**src/rtl/uart_pkg.sv**
```systemverilog
// uart_pkg: shared UART FSM state encoding and CLKS_PER_BIT derivation used by the transmitter and receiver
package uart_pkg;
  typedef enum logic [1:0] {IDLE = 2'd0, START = 2'd1, DATA = 2'd2, STOP = 2'd3} uart_state_e;
  function automatic int clks_per_bit(input int clock_freq_hz, input int baud_rate);
    return clock_freq_hz / baud_rate;
  endfunction
endpackage

```
**src/rtl/uart_tx_if.sv**
```systemverilog
// uart_tx_if: producer-to-transmitter bundle; master drives DIN/DIN_VALID, slave drives DIN_READY/TX/BUSY/LEVEL
interface uart_tx_if #(
  parameter int FIFO_DEPTH = 4
);
  logic [7:0] DIN;
  logic DIN_VALID;
  logic DIN_READY;
  logic TX;
  logic BUSY;
  logic [$clog2(FIFO_DEPTH):0] LEVEL;
  modport master (output DIN, DIN_VALID, input DIN_READY, TX, BUSY, LEVEL);
  modport slave (input DIN, DIN_VALID, output DIN_READY, TX, BUSY, LEVEL);
endinterface

```
**src/rtl/uart_tx_fifo.sv**
```systemverilog
// uart_tx_fifo: register-based synchronous byte FIFO; clk/rst, push_i+din_i in, pop_i+dout_o out, full_o/empty_o/level_o status
module uart_tx_fifo #(
  parameter int DEPTH = 4
) (
  input  logic                   clk,
  input  logic                   rst,
  input  logic                   push_i,
  input  logic [7:0]             din_i,
  input  logic                   pop_i,
  output logic [7:0]             dout_o,
  output logic                   full_o,
  output logic                   empty_o,
  output logic [$clog2(DEPTH):0] level_o
);
  localparam int AW = $clog2(DEPTH);
  if (DEPTH < 2 || (DEPTH & (DEPTH - 1)) != 0) begin : g_depth_chk
    $error("uart_tx_fifo: DEPTH must be a power of two and at least 2");
  end
  logic [7:0] mem_q [DEPTH];
  logic [AW-1:0] wr_q, rd_q;
  logic [AW:0] level_q;
  logic push, pop;
  assign full_o = level_q == (AW+1)'(DEPTH);
  assign empty_o = level_q == '0;
  assign push = push_i && !full_o;
  assign pop = pop_i && !empty_o;
  assign dout_o = mem_q[rd_q];
  assign level_o = level_q;
  always_ff @(posedge clk) begin
    if (rst) begin
      wr_q <= '0;
      rd_q <= '0;
      level_q <= '0;
    end else begin
      if (push) begin
        mem_q[wr_q] <= din_i;
        wr_q <= wr_q + 1'b1;
      end
      if (pop) rd_q <= rd_q + 1'b1;
      level_q <= level_q + (AW+1)'(push) - (AW+1)'(pop);
    end
  end
endmodule

```
**src/rtl/uart_tx.sv**
```systemverilog
// uart_tx: 8N1 UART transmitter with byte FIFO; CLK/RST plain, bus.slave carries DIN/DIN_VALID in and DIN_READY/TX/BUSY/LEVEL out
module uart_tx
  import uart_pkg::*;
#(
  parameter int BAUD_RATE = 9600,
  parameter int CLOCK_FREQ_HZ = 12000000,
  parameter int FIFO_DEPTH = 4
) (
  input logic      CLK,
  input logic      RST,
  uart_tx_if.slave bus
);
  localparam int CLKS_PER_BIT = clks_per_bit(CLOCK_FREQ_HZ, BAUD_RATE);
  localparam int BW = $clog2(CLKS_PER_BIT);
  localparam int LW = $clog2(FIFO_DEPTH) + 1;
  if (CLKS_PER_BIT < 2) begin : g_cpb_chk
    $error("uart_tx: CLKS_PER_BIT must be at least 2");
  end
  uart_state_e state_q, state_d;
  logic [BW-1:0] baud_q, baud_d;
  logic [2:0] bit_q, bit_d;
  logic [7:0] shift_q, shift_d, head;
  logic tx_q, tx_d, pop, full, empty, strobe;
  logic [LW-1:0] level;
  uart_tx_fifo #(.DEPTH(FIFO_DEPTH)) u_fifo (
    .clk    (CLK),
    .rst    (RST),
    .push_i (bus.DIN_VALID),
    .din_i  (bus.DIN),
    .pop_i  (pop),
    .dout_o (head),
    .full_o (full),
    .empty_o(empty),
    .level_o(level)
  );
  assign strobe = baud_q == BW'(CLKS_PER_BIT - 1);
  always_comb begin
    state_d = state_q;
    baud_d = strobe ? '0 : baud_q + 1'b1;
    bit_d = bit_q;
    shift_d = shift_q;
    pop = 1'b0;
    case (state_q)
      IDLE: begin
        baud_d = '0;
        if (!empty) begin
          pop = 1'b1;
          shift_d = head;
          bit_d = '0;
          state_d = START;
        end
      end
      START: state_d = strobe ? DATA : START;
      DATA: if (strobe) begin
        shift_d = {1'b0, shift_q[7:1]};
        bit_d = bit_q + 3'd1;
        state_d = bit_q == 3'd7 ? STOP : DATA;
      end
      STOP: if (strobe) begin
        pop = !empty;
        shift_d = empty ? shift_q : head;
        bit_d = '0;
        state_d = empty ? IDLE : START;
      end
    endcase
    tx_d = state_d == START ? 1'b0 : state_d == DATA ? shift_d[0] : 1'b1;
  end
  always_ff @(posedge CLK) begin
    if (RST) begin
      state_q <= IDLE;
      baud_q <= '0;
      bit_q <= '0;
      shift_q <= '0;
      tx_q <= 1'b1;
    end else begin
      state_q <= state_d;
      baud_q <= baud_d;
      bit_q <= bit_d;
      shift_q <= shift_d;
      tx_q <= tx_d;
    end
  end
  assign bus.DIN_READY = !full;
  assign bus.TX = tx_q;
  assign bus.BUSY = state_q != IDLE || level != '0;
  assign bus.LEVEL = level;
endmodule

```
**src/flat_wrapper.sv**
```systemverilog
// flat-port wrapper written by rule: the top's interface ports become plain ports
module uart_tx_flat import uart_pkg::*;
#(
  parameter int BAUD_RATE = 9600,
  parameter int CLOCK_FREQ_HZ = 12000000,
  parameter int FIFO_DEPTH = 4
)
  (CLK, RST, bus_DIN, bus_DIN_VALID, bus_DIN_READY, bus_TX, bus_BUSY, bus_LEVEL);
  uart_tx_if #(.FIFO_DEPTH(FIFO_DEPTH)) bus_i ();
  input logic CLK;
  input logic RST;
  input wire logic [$bits(bus_i.DIN)-1:0] bus_DIN;
  input wire logic [$bits(bus_i.DIN_VALID)-1:0] bus_DIN_VALID;
  output wire logic [$bits(bus_i.DIN_READY)-1:0] bus_DIN_READY;
  output wire logic [$bits(bus_i.TX)-1:0] bus_TX;
  output wire logic [$bits(bus_i.BUSY)-1:0] bus_BUSY;
  output wire logic [$bits(bus_i.LEVEL)-1:0] bus_LEVEL;
  assign bus_i.DIN = bus_DIN;
  assign bus_i.DIN_VALID = bus_DIN_VALID;
  assign bus_DIN_READY = bus_i.DIN_READY;
  assign bus_TX = bus_i.TX;
  assign bus_BUSY = bus_i.BUSY;
  assign bus_LEVEL = bus_i.LEVEL;
  uart_tx #(.BAUD_RATE(BAUD_RATE), .CLOCK_FREQ_HZ(CLOCK_FREQ_HZ), .FIFO_DEPTH(FIFO_DEPTH)) u_core (.CLK(CLK), .RST(RST), .bus(bus_i));
endmodule
```
**config.mk**
```make
export PLATFORM = sky130hd
export DESIGN_NAME = uart_tx_flat
export DESIGN_NICKNAME = d
export VERILOG_FILES = /design/src/rtl/uart_pkg.sv /design/src/rtl/uart_tx_if.sv /design/src/rtl/uart_tx_fifo.sv /design/src/rtl/uart_tx.sv /design/src/flat_wrapper.sv
export SDC_FILE = /design/constraint.sdc
export NUM_CORES = 1
export LEC_CHECK = 0
export CAP_MARGIN = 20
export CORE_MARGIN = 3
export CORE_UTILIZATION = 64
export CTS_CLUSTER_SIZE = 12
export DETAILED_ROUTE_END_ITERATION = 16
export DONT_BUFFER_PORTS = 1
export PLACE_DENSITY = 0.78
export SETUP_SLACK_MARGIN = 0.4
export SLEW_MARGIN = 20
export SYNTH_ARGS = -nofsm -noshare
export SYNTH_HDL_FRONTEND = slang
export SYNTH_HIERARCHICAL = 1
export SYNTH_SLANG_ARGS = --single-unit
```
**constraint.sdc**
```tcl
create_clock -name CLK -period 5.8 [get_ports CLK]
set_input_delay 1.16 -clock CLK [delete_from_list [all_inputs] [get_ports CLK]]
set_output_delay 1.16 -clock CLK [all_outputs]
set_load 0.02 [all_outputs]
```
### Word-level counts from Yosys, hierarchy flattened

Memories as Yosys holds them, arrays and structs flattened. A register that Yosys moved wholly into a read port is not among the register bits.
Index checks and enable logic that the tools add are counted.

| storage, ports and cells | value |
|---|---|
| bits in writable memories | 32 |
| bits in registers | 32 |
| memories | 1 |
| output and inout port bits | 6 |
| logic and storage cells | 65 |

Memory list:

| name | words | bits a word | rd ports | clocked after Yosys merged registers in | wr ports | line | RTL |
|---|---|---|---|---|---|---|---|
| u_core.u_fifo.mem_q | 4 | 8 | 1 | 1 | 1 | uart_tx_fifo.sv:19 | `logic [7:0] mem_q [DEPTH];` |

| cells by class | value |
|---|---|
| multiplexer cells | 25 |
| reductions and logical operators | 13 |
| equality and inequality tests | 11 |
| add/sub/neg operators | 6 |

Operators with widths:

| cell | count |
|---|---|
| 8-bit two-way mux | 3 |
| 8-bit case mux with 3 select lines | 1 |
| 2-bit two-way mux | 6 |
| 11-bit by 1-bit adder with 11-bit output, second input constant | 1 |
| 11-bit equality test, second input constant | 1 |
| 1-bit two-way mux | 9 |
| 3-bit two-way mux | 3 |
| 3-bit case mux with 3 select lines | 1 |
| 2-bit case mux with 4 select lines | 1 |
| 2-bit equality test, second input constant | 3 |
| 3-bit equality test, second input constant | 2 |
| 3-bit nonzero test | 2 |
| 2-bit by 1-bit adder with 2-bit output, second input constant | 2 |
| 2-bit by 1-bit equality test with 1-bit output, second input constant | 2 |
| 2-bit by 1-bit inequality test with 1-bit output, second input constant | 2 |
| 4-bit AND reduction | 1 |
| 3-bit by 1-bit adder with 3-bit output | 1 |
| 3-bit by 1-bit adder with 3-bit output, second input constant | 1 |
| 3-bit zero test | 1 |
| 3-bit AND reduction | 1 |
| 3-bit OR reduction | 1 |
| 3-bit by 1-bit subtractor with 3-bit output | 1 |
| 1-bit logical AND | 2 |
| 1-bit zero test | 2 |
| other kinds (5) | 5 |

### Depth between registers and ports, before layout

Gate-level depths: netlist of run 1.

| logic depth | value |
|---|---|
| word-level depth | 7 |
| mapped depth | 14 |
| mapped depth without buffers | 14 |

### Cells and area by module

Netlist of run 1, hierarchy kept.

Modules (own cells, without submodules):

| module | times used | cells an instance | area each (µm²) |
|---|---|---|---|
| uart_tx_fifo | 1 | 93 | 1641.6 |
| uart_tx | 1 | 163 | 1403.8 |

### Worst setup path after synthesis of run 1

No wires, ideal clock.

| timing path | value |
|---|---|
| kind | register to register |
| from | reg u_core.u_fifo.level_q[1] (netlist: u_core/u_fifo/level_o[1]) |
| to | reg u_core.u_fifo.level_q[2] (netlist: u_core/u_fifo/level_o[2]) |
| path buffers | 1 |
| data required time | 5.672 ns |
| setup time | 0.128 ns |
| stages on the path, launching flop included | 13 |
| arrival | 2.707 ns |
| slack | 2.965 ns |
| period minus slack after synthesis | 2.835 ns |
| cells stage by stage | dfxtp_1 -> nor3_2 -> clkbuf_1 -> nor3_1 -> o31ai_1 -> inv_1 -> ha_1 -> inv_1 -> ha_1 -> fa_1 -> xnor2_1 -> xnor2_1 -> nor2_1 |

| between the ends | value |
|---|---|
| cells in the longest elaborated chain, start to end | 6 |

RTL lines:

| what | line | RTL |
|---|---|---|
| start, declared | uart_tx_fifo.sv:21 | `logic [AW:0] level_q;` |
| start signal, assigned | uart_tx_fifo.sv:40 | `level_q <= level_q + (AW+1)'(push) - (AW+1)'(pop);` |
| 3-bit zero test * | uart_tx_fifo.sv:24 | `assign empty_o = level_q == '0;` |
| named net u_core.empty | uart_tx.sv:23 | `logic tx_q, tx_d, pop, full, empty, strobe;` |
| 1-bit zero test | n/a |  |
| 1-bit two-way mux | uart_tx.sv:59 | `STOP: if (strobe) begin` |
| 1-bit case mux with 2 select lines * | uart_tx.sv:43 | `case (state_q)` |
| named net u_core.pop | uart_tx.sv:23 |  |
| 1-bit logical AND * | uart_tx_fifo.sv:26 | `assign pop = pop_i && !empty_o;` |
| named net u_core.u_fifo.pop | uart_tx_fifo.sv:22 | `logic push, pop;` |
| 3-bit by 1-bit subtractor with 3-bit output * | uart_tx_fifo.sv:40 |  |

Mark *: on every way through the listed nets, which the timed path passes. The rest lies on a longest branch.
A chain may end at the register's enable or synchronous reset.

### Worst setup path after layout of run 1

| timing path | value |
|---|---|
| from | reg u_core.baud_q[1] |
| to | reg u_core.u_fifo.level_q[2] (netlist: u_core/u_fifo/level_o[2]) |

| between the ends | value |
|---|---|
| cells in the longest elaborated chain, start to end | 5 |

RTL lines:

| what | line | RTL |
|---|---|---|
| start, declared | uart_tx.sv:20 | `logic [BW-1:0] baud_q, baud_d;` |
| start signal, assigned | uart_tx.sv:77 | `baud_q <= baud_d;` |
| 11-bit equality test | uart_tx.sv:36 | `assign strobe = baud_q == BW'(CLKS_PER_BIT - 1);` |
| 1-bit two-way mux | uart_tx.sv:59 |  |
| 1-bit case mux with 2 select lines | uart_tx.sv:43 |  |
| named net u_core.pop | uart_tx.sv:23 |  |
| 1-bit logical AND | uart_tx_fifo.sv:26 |  |
| named net u_core.u_fifo.pop | uart_tx_fifo.sv:22 |  |
| 3-bit by 1-bit subtractor with 3-bit output | uart_tx_fifo.sv:40 |  |

The timed path passes the listed nets, and every way through them passes these cells.

==> run metrics, run 1 <==
Vias about 1900; Final min period roughly 3.2 ns; antenna violations before repair 0; M1 WL 2450 um; most common cell in the synthesized netlist dfxtp_1; Slew HR 0.494; DR iter-0 viols ~210; drc violations 0; Post-synth EDFFs 32; Synth top area share 0.316; buffers added on ports 0; Clk pwr share 0.273; Hold Crit Start u_core/bit_q[1]; post-cts resize count 0; top sig layer met4; Psw roughly 0.00053 W; sequential area share after synthesis 0.539; crit path launch type flip-flop; setup ws final 2.59 ns; Chip Width between 70 and 80 um; grt ovf 0; placement row count 24; CP startpoint u_core/baud_q[1]; largest cells by area after synthesis edfxtp_1, dfxtp_1, ha_1; largest area contributor in the netlist edfxtp_1; ys async rst share 0; hold_buf cts 0; pin count of the biggest net entering global routing 23; Fmax roughly 310 MHz; Int Power between 0.0009 and 0.001 W; Setup-failing EPs final 0; Comb pwr share 0.299; DR WL/cell about 18 um; pre-CTS WS around 2.5 ns; Clk Latency, worst-skew pair 0.35 ns; Static Leakage around 1.2 nW; met3 WL 293 um; Core Area about 4500 um2; Max VDD drop between 0.3 and 0.4 mV; Fill cells 297; Met2 Wirelength about 2800 um; RSZ-0062 raised after global routing no; Core Util, Final 0.732; first-pass GRT wire length roughly 9200 um; Power Dens Cells about 450 nW/um2; FF-to-FF End u_core/u_fifo/level_o[2]; Worst Setup Path Type reg2reg; Initial Util 0.681; Ys Warns 6; H-tree Lvls 3; Clock Tree Buf Depth 2; Routed WL 5630 um; r2r setup slk between 2 and 3 ns; CTS tree yes; clk root buf clkbuf_8; Synth-to-Final Area Change 7.60%; post-route ant nets 0; Slew Limit Fails 0; Mapped Nets approximately 280; post-CTS setup buffers 0; Worst-Margin Slew between 0.7 and 0.8 ns; layout net count 284; status complete, no violations; Worst Skew 0.0112 ns; GRT Overall Usage 0.231; Die Area approximately 5600 um2; final hold vios 0; DR pass1 iterations 5; Die Height 75.0 um; Synth Instances about 260; CP required 6.04 ns; Yosys cell types 47; Reg-to-Reg Start u_core/baud_q[1]; Reg2Reg Depth 14; syn_area_per_cell 11.9 um2; Via density between 6 and 7; area of the mapped netlist just over 3000 um2; Boundary Pins 17; CTS Sinks between 60 and 70; Sw Ratio 0.357; crit path DAT between 3 and 4 ns; Min-Delay Path Class reg2reg; CTS clock-pin slew for the worst setup and hold paths 0.07 ns; Sequential Power Share 0.428; fraction of layout cells with a size suffix above 1 0.137; Max Cap Violations 0; Setup Total Neg Slack 0 ns; CTS Buf Count 9; final RePlAce weighted congestion roughly 0.84; critical path fanouts, max 9; WHS Path Cells 2; Critical Path End Type flip-flop; Most used DFF post-synth dfxtp_1; Synth top cells by count dfxtp_1, edfxtp_1, nor2_1; Setup crit end u_core/u_fifo/level_o[2]; period utilization 0.553; vias in the first global route about 1900; Yosys reg bits 66; Inserted Diodes 0; Final HPWL DP roughly 3700 um
[stage by stage]
step | power, W | instances | cell area, um2 | hold slack [ns]
detailed placement | 0.00107 | 298 | 3070 | 0.446
floorplan | 0.000992 | 256 | 3050 | 0.436
finish | 0.00148 | 314 | 3280 | 0.452
global placement | 0.00106 | 298 | 3070 | 0.440
global route | 0.00157 | 314 | 3280 | 0.486
CTS | 0.00148 | 314 | 3270 | 0.456
[area by class of cell]
cell class	instances	area, um2	area share
sequential	66	1640	0.501
multi-input combinational	161	1280	0.390
clock buffer	9	124	0.0378
clock inverter	7	81.3	0.0248
tap	52	65.1	0.0199
inverter	15	56.3	0.0172
timing repair buffer	4	30.0	0.00916
[kinds of logic (layout without fill, tap and decap cells)]
logic type	after synthesis	after routing	share of synthesized area
muxes	15	15	0.0822
buffers and inverters	29	35	0.0431
DFF	66	66	0.539
and+or+nand+nor	79	79	0.147
adders and majority gates	16	16	0.0682
AOI/OAI and AO/OA	39	39	0.0863
xor gates and xnor gates	12	12	0.0345
[critical path: stages (launching register included)]
cell	delay [ns]
dfxtp_1	0.37
inv_1	0.06
ha_1	0.16
and4bb_2	0.25
a41oi_1	0.65
nor3_1	0.13
o31ai_1	0.14
inv_1	0.08
ha_1	0.28
inv_1	0.04
ha_1	0.18
fa_1	0.39
xnor2_1	0.19
xnor2_1	0.14
nor2_1	0.05
[power by group through the flow]
stage	registers, W	clock network [W]	logic, W
finish	0.000632	0.000403	0.000441
global placement	0.000637	0	0.000427
CTS	0.000631	0.000408	0.000438
global route	0.000643	0.000434	0.000489
floorplan	0.000608	0	0.000384
detailed placement	0.000640	0	0.000431
[layer usage]
| layer | GRT usage | vias up |
|---|---|---|
| met2 | 0.376 | 58 |
| met1 | 0.282 | 926 |
| li1 | - | 929 |
| met3 | 0.0748 | 15 |
| met4 | 0.103 | 0 |
| met5 | 0 | - |
[flip-flops by register name (all words and copies together), names as in the netlist, named ones only]
name                   count
u_core/u_fifo/rd_q         2
u_core/bit_q               3
u_core/u_fifo/wr_q         2
u_core/baud_q             11
u_core/shift_q             8
u_core/u_fifo/level_o      3
u_core/state_q             2
u_core/u_fifo/mem_q       32
u_core/bus.TX              1
[worst min path at each step]
stage / slack, ns / endpoint
global placement: 0.44 / u_core/bit_q[1]
floorplan: 0.44 / u_core/bit_q[1]
global route: 0.49 / u_core/bit_q[1]
CTS: 0.46 / u_core/bit_q[1]
finish: 0.45 / u_core/bit_q[1]
detailed placement: 0.45 / u_core/bit_q[1]
[layout by cell type, fill, tap and decap left out, types with 5 or more instances in the layout]
cell / Yosys / layout
inv_1: 15 / 15
mux4_2: 8 / 8
ha_1: 15 / 15
nand3_1: 9 / 9
nor2_1: 24 / 24
dfxtp_1: 34 / 34
clkbuf_8: 0 / 9
inv_6: 0 / 5
xor2_1: 5 / 5
edfxtp_1: 32 / 32
nand2_1: 10 / 10
a22o_1: 6 / 6
mux2i_1: 7 / 7
nor3b_1: 6 / 6
xnor2_1: 7 / 7
o21ai_0: 12 / 12
a21oi_1: 9 / 9
Note: power is estimated with default switching activity, not from simulation.
==> run 2: changes to the inputs <==
--- a/config.mk
+++ b/config.mk
@@ -7,11 +7,11 @@
 export LEC_CHECK = 0
 export CAP_MARGIN = 20
 export CORE_MARGIN = 3
-export CORE_UTILIZATION = 64
+export CORE_UTILIZATION = 62
 export CTS_CLUSTER_SIZE = 12
 export DETAILED_ROUTE_END_ITERATION = 16
 export DONT_BUFFER_PORTS = 1
-export PLACE_DENSITY = 0.78
+export PLACE_DENSITY = 0.76
 export SETUP_SLACK_MARGIN = 0.4
 export SLEW_MARGIN = 20
 export SYNTH_ARGS = -nofsm -noshare
==> constraint.sdc (replaced) <==
create_clock -name CLK -period 2.95 [get_ports CLK]
set_input_delay 0.59 -clock CLK [delete_from_list [all_inputs] [get_ports CLK]]
set_output_delay 0.59 -clock CLK [all_outputs]
set_load 0.02 [all_outputs]
==> run metrics, run 2 (synthesized netlist as in run 1, its figures left out) <==
Die Height 76.1 um (+1.5%); Power Dens Cells 890 nW/um2 (+98%); DR pass1 iterations 4 (-1); Clock Tree Buf Depth 2 (unchanged); Fill cells 285 (-4.0%); critical path fanouts, max 2 (-7); hold_buf cts 0 (unchanged); most frequent cells in the layout edfxtp_1, dfxtp_1, nor2_1; Setup-failing EPs final 0 (unchanged); Critical-path top delay cell fa_2; final hold vios 0 (unchanged); Worst-Margin Slew 0.538 ns (-0.211 ns); Reg-to-Reg Start u_core/baud_q[1]; Worst Setup Path Type reg2reg; CTS Sinks 66 (unchanged); Synth-to-Final Area Change 13.7%; Fmax 394 MHz (+26%); GRT Overall Usage 0.204 (-0.0268); fraction of layout cells with a size suffix above 1 0.227 (+0.0897); clk root buf clkbuf_8; H-tree Lvls 3 (unchanged); Boundary Pins 17 (unchanged); CP max stage delay 0.37 ns (-0.28 ns); Power Total 0.00308 W (+110%); vias in the first global route 1981 (+7.0%); RSZ-0062 raised after global routing yes; CP startpoint u_core/baud_q[1]; Hold Crit Start RST; setup ws final 0.414 ns (-2.18 ns); CTS tree yes; crit-path cells inv_2 -> ha_4 -> and4bb_2 -> a41oi_4 -> nor3_4 -> o31ai_2 -> inv_1 -> ha_1 -> inv_1 -> ha_2 -> fa_2 -> xnor2_2 -> xnor2_1 -> nor2_1; largest reg by FF count u_core/u_fifo/mem_q; first-pass GRT wire length 9220 um (+0.45%); Largest register FFs 32 (unchanged); Final HPWL DP 3550 um (-3.2%); Clk Latency, worst-skew pair 0.35 ns (about the same); layout net count 295 (+3.9%); period utilization 0.860 (+0.307); Inserted Diodes 0 (unchanged); Setup Total Neg Slack 0 ns (unchanged); antenna violations before repair 0 (unchanged); Regs by FF count u_core/u_fifo/mem_q (32), u_core/baud_q (11), u_core/shift_q (8); Max VDD drop 0.623 mV (+81%); Min-Delay Path Class in2reg; DR WL/cell 15.7 um (-12%); DR iter-0 viols 96 (-55%); Static Leakage 1.27 nW (+6.0%); Slew HR 0.642 (+0.148); Via density 5.73 (-6.6%); Initial Util 0.672 (-0.00902); Worst Skew 0.00779 ns (-0.00338 ns); Hold Slack 0.303 ns (-0.149 ns); Max Cap Violations 0 (unchanged); most common cell after layout, fill and taps aside edfxtp_1; drc violations 0 (unchanged); buffers added on ports 0 (unchanged); post-route ant nets 0 (unchanged); crit path launch type flip-flop; pre-CTS WS 0.343 ns (-2.20 ns); dpl cell area 3160 um2 (+2.9%); placement row count 24 (unchanged); Slew Limit Fails 0 (unchanged); pin count of the biggest net entering global routing 23 (unchanged); status complete, no violations; Vias 1938 (+0.52%); Routed WL 5320 um (-5.5%); Core Area 4530 um2 (+1.3%); design area 3460 um2 (+5.7%); Chip Width 76.1 um (+1.5%); CTS clock-pin slew for the worst setup and hold paths 0.07 ns (about the same); Critical Path End Type flip-flop; CTS Buf Count 9 (unchanged); grt ovf 0 (unchanged); Die Area 5790 um2 (+3.0%); crit path DAT 2.78 ns (-0.67 ns); CP most frequent cell inv_1; CP required 3.19 ns (-2.85 ns); final RePlAce weighted congestion 0.831 (-1.6%); Final min period 2.54 ns (-0.670 ns)
run 2: cell types whose count changed in the layout (fill, tap and decap cells not counted), moves of 2 or more:
cell	change
ha_2	+2
dfxtp_1	-7
ha_1	-3
inv_6	-4
buf_4	+11
dfxtp_2	+6
run 2: power breakdown:
part           internal [W]  switching (W)  total [W]
clock              0.000479       0.000352   0.000831
sequential          0.00109       0.000135    0.00122
combinational      0.000465       0.000563    0.00103
run 2: repair_timing:
action                                 4_1_cts  5_1_grt
resized for setup                            3       12
setup endpoints to repair                    1        2
endpoints found under the hold margin        0        0
pin swaps                                    1        8
setup buffers                                2        4
run 2: final timing paths:
kind | end | slack, ns | cells past startpoint
setup / recovery | u_core/u_fifo/level_o[2] | 0.41 | 14
hold / removal | u_core/u_fifo/wr_q[0] | 0.30 | 1
setup reg to reg | u_core/u_fifo/level_o[2] | 0.41 | 14
hold reg to reg | u_core/baud_q[0] | 0.46 | 1
run 2: per-layer routing:
layer | vias up | part of all wire | track usage
met5 | - | 0 | 0
met4 | 0 | 0.013 | 0.0725
met3 | 6 | 0.050 | 0.0768
met2 | 41 | 0.50 | 0.342
met1 | 941 | 0.43 | 0.242
li1 | 950 | - | -
run 2: worst max-delay path, delay by kind of cell, from the launching register on:
family	cells	cell delay, ns
flops	1	0.34
compound gates	2	0.30
buf+inv	3	0.16
xor+xnor	2	0.31
fa+ha+maj	4	0.95
simple gates	3	0.38
run 2: area by class of cell:
cell class | instances | area (um2) | area share
Sequential cell | 66 | 1650 | 0.477
Tap cell | 65 | 81.3 | 0.0235
Clock buffer | 10 | 128 | 0.0369
Clock inverter | 6 | 90.1 | 0.0260
Multi-Input combinational cell | 161 | 1340 | 0.387
Timing Repair Buffer | 15 | 113 | 0.0325
Inverter | 15 | 56.3 | 0.0163
run 2: per-stage QoR:
step / util / cells
6_report: 0.764 / 338
5_1_grt: 0.764 / 338
4_1_cts: 0.748 / 334
3_5_place_dp: 0.696 / 316
3_3_place_gp: 0.696 / 316
2_1_floorplan: - / 256
==> RTL edit 1, RTL diff (settings of run 2) <==
`shift_q` no longer has a reset.
--- a/src/rtl/uart_tx.sv
+++ b/src/rtl/uart_tx.sv
@@ -70,15 +70,17 @@
       state_q <= IDLE;
       baud_q <= '0;
       bit_q <= '0;
-      shift_q <= '0;
       tx_q <= 1'b1;
     end else begin
       state_q <= state_d;
       baud_q <= baud_d;
       bit_q <= bit_d;
-      shift_q <= shift_d;
       tx_q <= tx_d;
     end
+  end
+
+  always_ff @(posedge CLK) begin
+    shift_q <= shift_d;
   end
   assign bus.DIN_READY = !full;
   assign bus.TX = tx_q;
Function: same outputs for any inputs over 10 cycles, from zero or initial values and one cycle with RST high; that may be too few to reach the edited logic, so the function may still have changed.
==> RTL edit 1 against run 2 <==
- synthesized cell count is 7.0% lower
- power is 2.6% lower
- global-route usage shrank 0.18 points
- sequential cell count unchanged
- maximum frequency up 2.4%
- setup slack better by 0.059 ns
- synthesized area rose by 0.94%
- cell area shrank 0.22%
- wire length rose by 3.7%
- highest routed layer unchanged
==> RTL edit 1: results (changes against run 2) <==
Detailed routing
  • Routed vias: 1893 (-2.3%)
  • DRT iter0 DRCs: 82 (-15%)
  • Met3 wire length: 266 um (-0.37%)
  • Routed wire length: 5510 um (+3.7%)
  • Metal-1 WL: 2290 um (-0.87%)
  • Routed wl met2: 2870 um (+7.3%)
  • Vias per cell: 5.88 (+2.5%)
  • Top Layer Used: met4

Logic synthesis
  • EDFF count, synth: 39 (+22%)
  • Adder-Cell Fraction of Synth Area: 6.76% (-0.064 points)
  • Syn Area/Cell: 12.9 um2 (+8.6%)
  • Net Count, Synth: 265 (-6.4%)
  • Synth Area in XOR/XNOR: 3.42% (-0.032 points)
  • Netlist cell types: 50 (+6.4%)
  • Register area share after synthesis: 55.7% (+1.8 points)
  • Synth cell count leaders: 39 x edfxtp_1, 27 x dfxtp_1, 23 x nor2_1, 15 x ha_1
  • Main flop type after synthesis: edfxtp_1
  • Synth area leaders: edfxtp_1 38%, dfxtp_1 18%, ha_1 6.1%, mux4_2 5.9%, mux2i_1 4.2%
  • Mux contribution to synthesized area: 10.6% (+2.4 points)

Placed design
  • Cell Area, Placed: 0.00316 mm2 (+0.16%)
  • Cell Count Post-Placement: 298 (-5.7%)
  • Setup Slack @ Placement: 0.246 ns (-0.0971 ns)
  • Post-DP HPWL: 3720 um (+4.9%)
  • GPL Wtd Cong: 0.852 (+2.5%)

GRT
  • Tot GR Track Use: 20.3% (-0.18 points)
  • Met2 GRT Util: 35.4% (+1.2 points)
  • Global-route wire length before repair: 9120 um (-1.1%)
  • Vias in the first global route: 1902 (-4.0%)
  • Largest net degree at the start of global routing: 22 (-4.3%)

CTS
  • Clk slew on worst S/H paths: 0.08 ns
  • CTS H-tree lvls: 3 (unchanged)

Final layout
  • Area growth syn-to-layout: 12.4%
  • Share of cells above drive strength 1: 25.3% (+2.6 points)
  • Signal buf overhead: 3.04% (-0.21 points)
  • Largest registers: u_core/u_fifo/mem_q: 32 flops, u_core/baud_q: 11 flops, u_core/shift_q: 8 flops
  • Area of the multi-input gates: 0.00132 mm2 (-1.6%)
  • Register Area: 0.00172 mm2 (+4.2%)
  • Signal inverters: 11 (-4)
  • Multi-input gates: 150 (-6.8%)
  • Net count, final: 279 (-5.4%)
  • Count of non-CTS buffers in the layout: 14 (-1)
  • Fill cell count: 288 (+1.1%)
  • Clock network share of area: 5.36% (-0.93 points)

Worst setup path
  • CP Launch Point: u_core/state_q[0]
  • Crit path largest cell delay: 0.39 ns (+0.02 ns)
  • Max Fanout on Critical Path: 6 (+4)
  • Worst endpoint data arrival time: 2.72 ns (-0.06 ns)

Power and ir drop
  • Clk pwr: 0.700 mW (-16%)
  • Net Sw Power: 1.05 mW (-0.54%)
  • Pwr Total: 3.00 mW (-2.6%)
  • Sequential power: 1.29 mW (+6%)
  • Max IR drop VDD: 0.000560 V (-10%)
  • Leak: 1.27 nW (-0.27%)

Timing
  • Slew of the pin with the lowest slew margin: 0.814 ns (+0.276 ns)
  • Worst Clk Skew: 0.00908 ns (+0.00129 ns)
  • Final hold violations: 0 (unchanged)

Worst hold path
  • Min-delay src: RST

Status
  • Status: finished, final reports clean
-- RTL edit 1: cell count changes after synthesis, moves of 4 or more --
cell | run 2 | this run
dfxtp_1 | 34 | 27
a22o_1 | 6 | 0
edfxtp_1 | 32 | 39
mux2i_1 | 7 | 13
o21ai_0 | 12 | 2
a21oi_1 | 9 | 2
inv_1 | 15 | 11
nand3_1 | 9 | 4
o21ai_1 | 0 | 7
-- RTL edit 1: path summary, 6_finish.rpt --
check	to	slack [ns]	depth (start not counted)
setup reg to reg	u_core/u_fifo/level_o[2]	0.47	13
hold / removal	u_core/u_fifo/level_o[2]	0.30	1
setup / recovery	u_core/u_fifo/level_o[2]	0.47	13
hold reg to reg	u_core/u_fifo/rd_q[1]	0.49	2
-- RTL edit 1: what timing repair did --
action / in CTS / in global routing
pin swaps: 7 / 5
setup buffers: 5 / 3
hold buffers: 0 / 0
setup endpoints to repair: 2 / 2
gates resized for setup: 14 / 3
==> RTL edit 2, RTL diff (config.mk and constraints of run 2) <==
Made on the original files. `BAUD_RATE` is set to 9600 in 2 places; all go to 2400.
--- a/src/rtl/uart_tx.sv
+++ b/src/rtl/uart_tx.sv
@@ -2,7 +2,7 @@
 module uart_tx
   import uart_pkg::*;
 #(
-  parameter int BAUD_RATE = 9600,
+  parameter int BAUD_RATE = 2400,
   parameter int CLOCK_FREQ_HZ = 12000000,
   parameter int FIFO_DEPTH = 4
 ) (
--- a/src/flat_wrapper.sv
+++ b/src/flat_wrapper.sv
@@ -1,7 +1,7 @@
 // flat-port wrapper written by rule: the top's interface ports become plain ports
 module uart_tx_flat import uart_pkg::*;
 #(
-  parameter int BAUD_RATE = 9600,
+  parameter int BAUD_RATE = 2400,
   parameter int CLOCK_FREQ_HZ = 12000000,
   parameter int FIFO_DEPTH = 4
 )
Function: no difference found for any inputs over 10 cycles, from zero or initial values and one cycle with RST high; that may be too few to reach the edited logic, so the function may still have changed.
==> RTL edit 2 against run 2 <==
- via count fell by 0.21%
- largest power group unchanged
- largest cell class unchanged
- cell area fell by 0.25%
- sequential cell count up 2
- global-route usage up 0.37 points
- synthesized area increased by 0.12%
- critical path depth down 1
- first-iteration DRC count increased by 43%
- setup slack lost 0.26 ns
- power fell by 1.3%
- count of clock-buffer cells in the layout increased by 2
- wire length is 4.7% higher
==> RTL edit 2: results (changes against run 2) <==
Logic synthesis
  • Synth area leaders: edfxtp_1 32%, dfxtp_1 24%, mux4_2 5.9%, ha_1 5.7%, nor2_1 3.1%
  • Main flop type after synthesis: dfxtp_1
  • Register area share after synthesis: 55.1% (+1.2 points)
  • Netlist cell types: 45 (-4.3%)
  • Net Count, Synth: 283 (unchanged)
  • Synth cell count leaders: 36 x dfxtp_1, 32 x edfxtp_1, 25 x nor2_1, 19 x nand2_1, 14 x ha_1
  • Syn Area/Cell: 11.9 um2 (-0.27%)
  • Async SR Flop Fraction: 0% (unchanged)
  • Yosys warns: 6 (unchanged)
  • EDFF count, synth: 32 (unchanged)

Detailed routing
  • Routed wire length: 5560 um (+4.7%)
  • Routed vias: 1934 (-0.21%)
  • Final ANT Viol Nets: 0 (unchanged)
  • DR pass1 iterations: 4 (unchanged)
  • DRT iter0 DRCs: 137 (+43%)

Worst setup path
  • Worst endpoint data arrival time: 3.03 ns (+0.25 ns)
  • Max Fanout on Critical Path: 4 (+2)

CTS
  • CTS root buffer: clkbuf_8
  • Clock Path Buffers: 2 (unchanged)
  • Clock Latency Late Sink: between 0.3 and 0.4 ns
  • CTS H-tree lvls: 3 (unchanged)
  • TritonCTS Buffers: 9 (unchanged)
  • # hold bufs at CTS: 0 (unchanged)
  • Clk slew on worst S/H paths: 0.07 ns (about the same)

GRT
  • Largest net degree at the start of global routing: 26 (+13%)
  • Antenna violations before repair: 0 (unchanged)
  • Remaining global-route overflow: 0 (unchanged)
  • Vias in the first global route: 1960 (-1.1%)
  • Tot GR Track Use: 20.8% (+0.37 points)
  • Global-route wire length before repair: 9380 um (+1.8%)

Final layout
  • Fill cell count: 295 (+3.5%)
  • Net count, final: 298 (+1.0%)
  • Share of cells above drive strength 1: 20.2% (-2.5 points)
  • Ant. Diodes: 0 (unchanged)
  • Final Non-Filler Cells: 342 (+1.2%)
  • Largest registers: u_core/u_fifo/mem_q: 32 flops, u_core/baud_q: 13 flops, u_core/shift_q: 8 flops

Timing
  • Worst Clk Skew: 0.00588 ns (-0.00191 ns)
  • Slew of the pin with the lowest slew margin: 0.559 ns (+0.0211 ns)

Status
  • Status: finished, final reports clean

Placed design
  • Cell Count Post-Placement: 320 (+1.3%)
  • Post-DP HPWL: 3760 um (+5.9%)
  • GPL Wtd Cong: 0.806 (-3.0%)
  • Port Buffers: 0 (unchanged)

Power and ir drop
  • Max IR drop VDD: 0.000711 V (+14%)
  • Leak: 1.25 nW (-2.2%)
  • Int Power: 2.03 mW (-0.11%)

Worst hold path
  • Hold WC Path Type: in2reg
## RTL edit 2: kinds of logic (layout without fill, tap and decap cells)
group | count (synthesis) | count (layout) | synth area share (%)
compound gates | 33 | 33 | 7.10
fa+ha+maj | 15 | 15 | 6.40
simple gates | 87 | 87 | 15.3
mux | 17 | 17 | 8.86
buf+inv | 23 | 43 | 3.12
xor+xnor | 14 | 14 | 4.02
flops | 68 | 68 | 55.1
## RTL edit 2: critical path, cell delays in order, from the launching register on
cell     delay (ns)
dfxtp_2        0.34
or4bb_4        0.55
nor4_4         0.32
a21oi_4        0.12
nor3_4         0.16
o31ai_2        0.11
inv_1          0.08
ha_1           0.12
inv_1          0.04
ha_2           0.16
fa_2           0.35
xnor2_2        0.18
xnor2_1        0.13
nor2_1         0.05
## RTL edit 2: layer usage
layer / wire length (um) / part of all wire [%] / global-route usage, %
met4: 119 / 2.1 / 9.42
met2: 2660 / 48 / 32.9
met5: 0 / 0 / 0
met1: 2530 / 45 / 27.0
met3: 258 / 4.6 / 5.56
## RTL edit 2: area by class of cell
class / count / area share [%]
Sequential cell: 68 / 48.8
Multi-Input combinational cell: 166 / 38.1
Clock buffer: 12 / 4.78
Timing Repair Buffer: 14 / 3.15
Tap cell: 65 / 2.36
Inverter: 13 / 1.41
Clock inverter: 4 / 1.34
## RTL edit 2: final timing paths
| check | start | endpoint | depth (start not counted) | slack [ns] |
|---|---|---|---|---|
| max | u_core/baud_q[10] | u_core/u_fifo/level_o[2] | 13 | 0.16 |
| min | RST | u_core/bit_q[2] | 1 | 0.31 |
| max reg2reg | u_core/baud_q[10] | u_core/u_fifo/level_o[2] | 13 | 0.16 |
| min reg2reg | u_core/baud_q[0] | u_core/baud_q[0] | 1 | 0.44 |
## RTL edit 2: power by group through the flow
stage / logic [mW] / clock network [mW] / registers [mW]
after floorplan: 0.750 / 0 / 1.23
after global placement: 0.864 / 0 / 1.29
after detailed placement: 0.890 / 0 / 1.30
after CTS: 0.951 / 0.802 / 1.28
after global routing: 1.07 / 0.846 / 1.30
final: 0.971 / 0.790 / 1.28
## RTL edit 2: per-stage QoR
step	utilization (%)	total power [mW]	instance area [um2]	setup TNS (ns)	setup WS [ns]
6_report	76.2	3.04	3450	0	0.158
4_1_cts	75.6	3.04	3430	0	0.137
3_3_place_gp	69.9	2.16	3170	0	0.177
3_5_place_dp	69.9	2.19	3170	0	0.0999
2_1_floorplan	-	1.98	3070	-0.0199	-0.0199
5_1_grt	76.2	3.22	3450	-0.0634	-0.0634
## RTL edit 2: what timing repair did
item,4_1_cts,5_1_grt
buffers inserted,5,1
pin swaps,5,5
gates resized for setup,4,4
setup endpoints to repair,2,3
